`src/rtl/mxregs_pkg.sv`:
```
// Shared constants and address-map helpers for the register bank load port.
// The valid set mirrors the load decoder: 0x00-0x13, 0x16 and 0x80.
package mxregs_pkg;

   localparam logic [7:0] ADDR_A       = 8'h00;
   localparam logic [7:0] ADDR_FLAGS_A = 8'h10;
   localparam logic [7:0] ADDR_FLAGS_D = 8'h13;
   localparam logic [7:0] ADDR_INSP_NF = 8'h16;
   localparam logic [7:0] ADDR_R2_INSP = 8'h80;

   localparam int FLAGS_IDX = 7;

   function automatic logic addr_valid(input logic [7:0] a);
      return (a <= ADDR_FLAGS_D) || (a == ADDR_INSP_NF) || (a == ADDR_R2_INSP);
   endfunction

   function automatic logic addr_has_flags(input logic [7:0] a);
      return (a >= ADDR_FLAGS_A) && (a <= ADDR_FLAGS_D);
   endfunction

endpackage

```
`src/rtl/rr_arbiter.sv`:
```
// Round-robin grant generator; the winner is the first requester at or after
// rr_ptr with wrap-around, and rr_ptr moves one past the winner on a transfer.
module rr_arbiter #(
   parameter int NREQ = 4
) (
   input  logic            clk,
   input  logic            rst,
   input  logic [NREQ-1:0] req,
   input  logic            stall,
   output logic [NREQ-1:0] gnt,
   output logic            fire
);

   localparam int PW = $clog2(NREQ);

   logic [PW-1:0] rr_ptr;
   logic [PW-1:0] rr_ptr_nxt;
   logic          found;

   // Upper pass covers [rr_ptr, NREQ-1]; lower pass supplies the wrap-around.
   always_comb begin
      gnt        = '0;
      rr_ptr_nxt = rr_ptr;
      found      = 1'b0;
      if (!stall) begin
         for (int i = 0; i < NREQ; i++) begin
            if (!found && req[i] && (i >= int'(rr_ptr))) begin
               gnt[i]     = 1'b1;
               found      = 1'b1;
               rr_ptr_nxt = (i == NREQ - 1) ? '0 : PW'(i + 1);
            end
         end
         for (int i = 0; i < NREQ; i++) begin
            if (!found && req[i]) begin
               gnt[i]     = 1'b1;
               found      = 1'b1;
               rr_ptr_nxt = (i == NREQ - 1) ? '0 : PW'(i + 1);
            end
         end
      end
   end

   assign fire = found;

   always_ff @(posedge clk or negedge rst) begin
      if (!rst) rr_ptr <= '0;
      else      rr_ptr <= rr_ptr_nxt;
   end

endmodule

```
`src/rtl/mxreg_write_arbiter.sv`:
```
// Shares the register bank load port between NREQ writers: arbitrates, checks
// the address map and registers the winning write into a single output stage.
module mxreg_write_arbiter
   import mxregs_pkg::*;
#(
   parameter int WORD_LENGTH = 8,
   parameter int DEPTH       = 16,
   parameter int NREQ        = 4
) (
   input  logic                             clk,
   input  logic                             rst,
   input  logic [NREQ-1:0]                  req,
   input  logic [NREQ-1:0][7:0]             req_addr,
   input  logic [NREQ-1:0][WORD_LENGTH-1:0] req_data,
   input  logic [NREQ-1:0][WORD_LENGTH-1:0] req_flags,
   output logic [NREQ-1:0]                  gnt,
   input  logic                             stall,
   output logic                             load_en,
   output logic [7:0]                       load_addr,
   output logic [DEPTH-1:0][WORD_LENGTH-1:0] data_line,
   output logic                             err,
   output logic [7:0]                       err_cnt
);

   logic                   fire;
   logic [7:0]             sel_addr;
   logic [WORD_LENGTH-1:0] sel_data;
   logic [WORD_LENGTH-1:0] sel_flags;
   logic                   addr_ok;
   logic                   has_flags;

   rr_arbiter #(.NREQ(NREQ)) u_rr (
      .clk   (clk),
      .rst   (rst),
      .req   (req),
      .stall (stall),
      .gnt   (gnt),
      .fire  (fire)
   );

   // gnt is one-hot, so an AND-OR mux picks the winner's payload.
   always_comb begin
      sel_addr  = '0;
      sel_data  = '0;
      sel_flags = '0;
      for (int i = 0; i < NREQ; i++) begin
         if (gnt[i]) begin
            sel_addr  = sel_addr  | req_addr[i];
            sel_data  = sel_data  | req_data[i];
            sel_flags = sel_flags | req_flags[i];
         end
      end
   end

   assign addr_ok   = addr_valid(sel_addr);
   assign has_flags = addr_has_flags(sel_addr);

   always_ff @(posedge clk or negedge rst) begin
      if (!rst) begin
         load_en   <= 1'b0;
         load_addr <= ADDR_A;
         data_line <= '0;
         err       <= 1'b0;
         err_cnt   <= '0;
      end else begin
         load_en <= fire && addr_ok;
         err     <= fire && !addr_ok;
         if (fire && addr_ok) begin
            load_addr <= sel_addr;
            for (int l = 0; l < DEPTH; l++) begin
               data_line[l] <= (l == FLAGS_IDX && has_flags) ? sel_flags : sel_data;
            end
         end
         if (fire && !addr_ok && (err_cnt != 8'hFF)) begin
            err_cnt <= err_cnt + 8'd1;
         end
      end
   end

endmodule

```
`config.mk`:
```
export PLATFORM = sky130hd
export DESIGN_NAME = mxreg_write_arbiter
export DESIGN_NICKNAME = d
export VERILOG_FILES = /design/src/rtl/mxregs_pkg.sv /design/src/rtl/rr_arbiter.sv /design/src/rtl/mxreg_write_arbiter.sv
export SDC_FILE = /design/constraint.sdc
export NUM_CORES = 1
export LEC_CHECK = 0
export CORE_AREA = 3 3 97 108
export DETAILED_ROUTE_END_ITERATION = 16
export DIE_AREA = 0 0 100 111
export PLACE_DENSITY_LB_ADDON = 0.05
export SYNTH_ARGS = -nofsm -noshare
export SYNTH_HDL_FRONTEND = slang
export SYNTH_SLANG_ARGS = --single-unit
```
`constraint.sdc`:
```
create_clock -name clk -period 3.3 [get_ports clk]
set_input_delay 0.66 -clock clk [delete_from_list [all_inputs] [get_ports clk]]
set_output_delay 0.66 -clock clk [all_outputs]
set_load 0.01 [all_outputs]
```
==> results.md <==
- Routed vias/inst: 4.81
- Grt total ovfl: 0
- Initial antenna violation count: 0
- Die width: 100 um
- Skew-Pair Late Insertion Delay: 0.28 ns
- Crit path capture type: primary output
- Non-Filler Cell Area, Final: 5490 um^2
- CTS tree: built
- Remaining DRCs: 0
- Drt first-iter violations: 204
- Port Buf Inserts: 252
- Gr usage total: 0.180
- Tightest Pin Transition: 0.805 ns
- Synthesis warning total: 0
- # rows: 37
- Die Ht: 111 um
- Mapped Avg Cell Area: 9.33 um^2
- M1 WL: 4.04 mm
- CTS Root Cell: clkbuf_8
- CTS Buf Count: 5
- Sequential share of the synthesized area: 0.284
- Final setup fails: 0
- Syn nets: 444
- Worst-path fanout max: 4
- Routed wl met2: 5.79 mm
- Maximum root-to-sink buffer count: 2
- Bufs and invs on worst path: 5
- H-tree depth: 2
- # Max-Cap Violations: 0
- Ys async rst share: 1.00
- Seq cells post-synth: 36
- Fin util: 0.584
- CP max stage delay: 0.55 ns
- Share of layout cells above drive strength 1: 0.168
- CTS Sinks: 36
- Commonest non-fill, non-tap cell in the layout: clkdlybuf4s50_1
- Synth Area in XOR/XNOR: 0.0166
- Total leakage power: 0.00226 uW
- Most used flip-flop cell after synthesis: dfrtp_1
- Max-slew violation count: 0
- DIE AREA: 11100 um^2
- Post-Syn Instances: 340
- Relative slew slack: 0.463
- Routed Antenna Nets: 0
- Cell Chain, Critical Path: clkdlybuf4s50_1 > buf_4 > inv_1 > a2111oi_4 > buf_4 > clkdlybuf4s50_1
- Placed cell area: 5270 um^2
- Post-Synth Simple-Gate Area: 0.0864
- Crit Path Category: in2out
- CP Data Arrival Time: 2.52 ns
- Final Hold Fails: 0
- Routed len/inst: 16.9 um
- Number of synthesized flops with an enable pin: 0
- Via count: 3057
- Required @ worst endpoint: 2.64 ns
- Synth cell types: 46
- Ports: 253
- Placer Congestion: 0.804
- Synth Area in Compound Gates: 0.227
- Synth Area in Adders: 0.00395
- Final critical-path share of the clock period: 0.964
- Mapped cell area: 3170 um^2
- Area Overhead vs Synth: 73.1%
- Initial Utilization: 0.337
- Post-layout nets: 622
- Final setup skew: 0.00892 ns
- PD cells: 660 nW/um^2
- Post-synthesis mux area share: 0.0833
- Slowest library cell on the worst path: clkdlybuf4s50_1
- Fin crit period: 3.18 ns
- Core ar.: 9400 um^2
- Highest achievable clock rate: 0.314 GHz
- Top delay family on crit path: buffers and inverters
- Diode count: 0
- Largest family of logic cells by synthesized area: buffers and inverters
- Crit start category: primary input
- DP Wirelength: 8.89 mm
- RSZ-0062 raised after global routing: false
- Met3 routed WL: 826 um
- Most frequent cells in the layout: clkdlybuf4s50_1 (247), buf_4 (44), dfrtp_1 (36), a222oi_1 (16), a21boi_0 (16)
- VDD IR-drop max: 0.400 mV
- Outcome: finished, final reports clean
- Total Wirelength: 10.7 mm
- Top Metal Used: met4
- Pin count of the biggest net entering global routing: 37
- Global-route wire length before repair: 15.9 mm
- CTS clk-pin slew, worst paths: 0.07 ns
- HP Class: in2async
- Pre-antenna DRT Iters: 8
- Vias in the first global route: 2914
-- Yosys cell counts (all sizes together) (7+ instances only) --
| cell type | instances | area [um^2] |
|---|---|---|
| a21boi | 18 | 139 |
| a222oi | 16 | 160 |
| mux2 | 14 | 184 |
| inv | 10 | 37.5 |
| buf | 119 | 882 |
| dfrtp | 36 | 901 |
| mux2i | 8 | 80.1 |
| nor2 | 12 | 52.6 |
| o31ai | 8 | 60.1 |
| o21ai | 13 | 65.1 |
| o221ai | 7 | 67.6 |
| nand2 | 14 | 52.6 |
| clkbuf | 7 | 26.3 |
| nand3 | 8 | 40.0 |
-- layout make-up --
type,instances,area (um^2)
fillers,828,3910
repair buffers,297,2870
multi-input cells,168,1400
flip-flops and latches,36,901
well taps,117,146
clock buffers,7,96.3
inverters,10,37.5
clock inverters,1,30.0
-- state kept, by name (all words and copies together) (netlist names) --
name         cells
err_cnt          8
load_addr        8
data_line       16
err              1
load_en          1
u_rr.rr_ptr      2
-- worst register-to-register path, delay by kind of cell (launching register included) --
family / cells / cell delay, ns
buffers and inverters: 4 / 0.67
AND/OR/NAND/NOR: 3 / 0.17
AO/OA/AOI/OAI: 4 / 1.06
flip-flops: 1 / 0.49
multiplexers: 1 / 0.30
-- metrics by stage --
stage	std cells	hold WS, ns	total power [uW]	setup slack [ns]	TNS [ns]
floorplan	340	0.364	2230	0.449	0
global placement	626	0.494	3190	-0.229	-4.90
detailed placement	626	0.497	3210	-0.311	-6.51
CTS	635	0.484	3660	0.0184	0
global route	636	0.518	3830	0.0156	0
finish	636	0.465	3620	0.119	0
-- path summary, 6_finish.rpt --
kind                                                  end  slack [ns]                        from  cells after the start
worst max-delay path                               gnt[1]        0.12                      req[1]                      6
worst min-delay path               err_cnt[1]$_DFFE_PN0P_        0.46                         rst                      1
worst max register to register  data_line[58]$_DFFE_PN0P_        0.49  u_rr.rr_ptr[1]$_DFFE_PN0P_                     12
worst min register to register  data_line[63]$_DFFE_PN0P_        0.51   data_line[63]$_DFFE_PN0P_                      1
max in group asynchronous        load_addr[6]$_DFFE_PN0P_        2.33                         rst                      1
min in group clk                data_line[63]$_DFFE_PN0P_        0.51   data_line[63]$_DFFE_PN0P_                      1
-- report_power, final --
part | switching (uW) | leakage (uW) | internal, uW | total [uW]
registers | 236 | 0.000466 | 594 | 830
clock network | 156 | 0.0000645 | 267 | 423
logic | 898 | 0.00173 | 1470 | 2370
-- layer usage --
layer / GRT usage / vias to the layer above
met3: 0.0334 / 6
met2: 0.340 / 148
met1: 0.210 / 1430
met5: 0 / -
met4: 0.0305 / 0
li1: - / 1473
-- timing repair --
action	4_1_cts	5_1_grt
setup buffers	1	1
gates resized for setup	6	13
pin swaps	1	3
hold buffers	0	0
setup endpoints to repair	10	32
-- logic make-up after synthesis --
logic type	after synthesis
buffers and inverters	136
AO/OA/AOI/OAI	85
AND/OR/NAND/NOR	54
flip-flops	36
multiplexers	22
XOR/XNOR	6
adder cells (fa/ha/maj)	1
(Power assumes the default switching activity.)
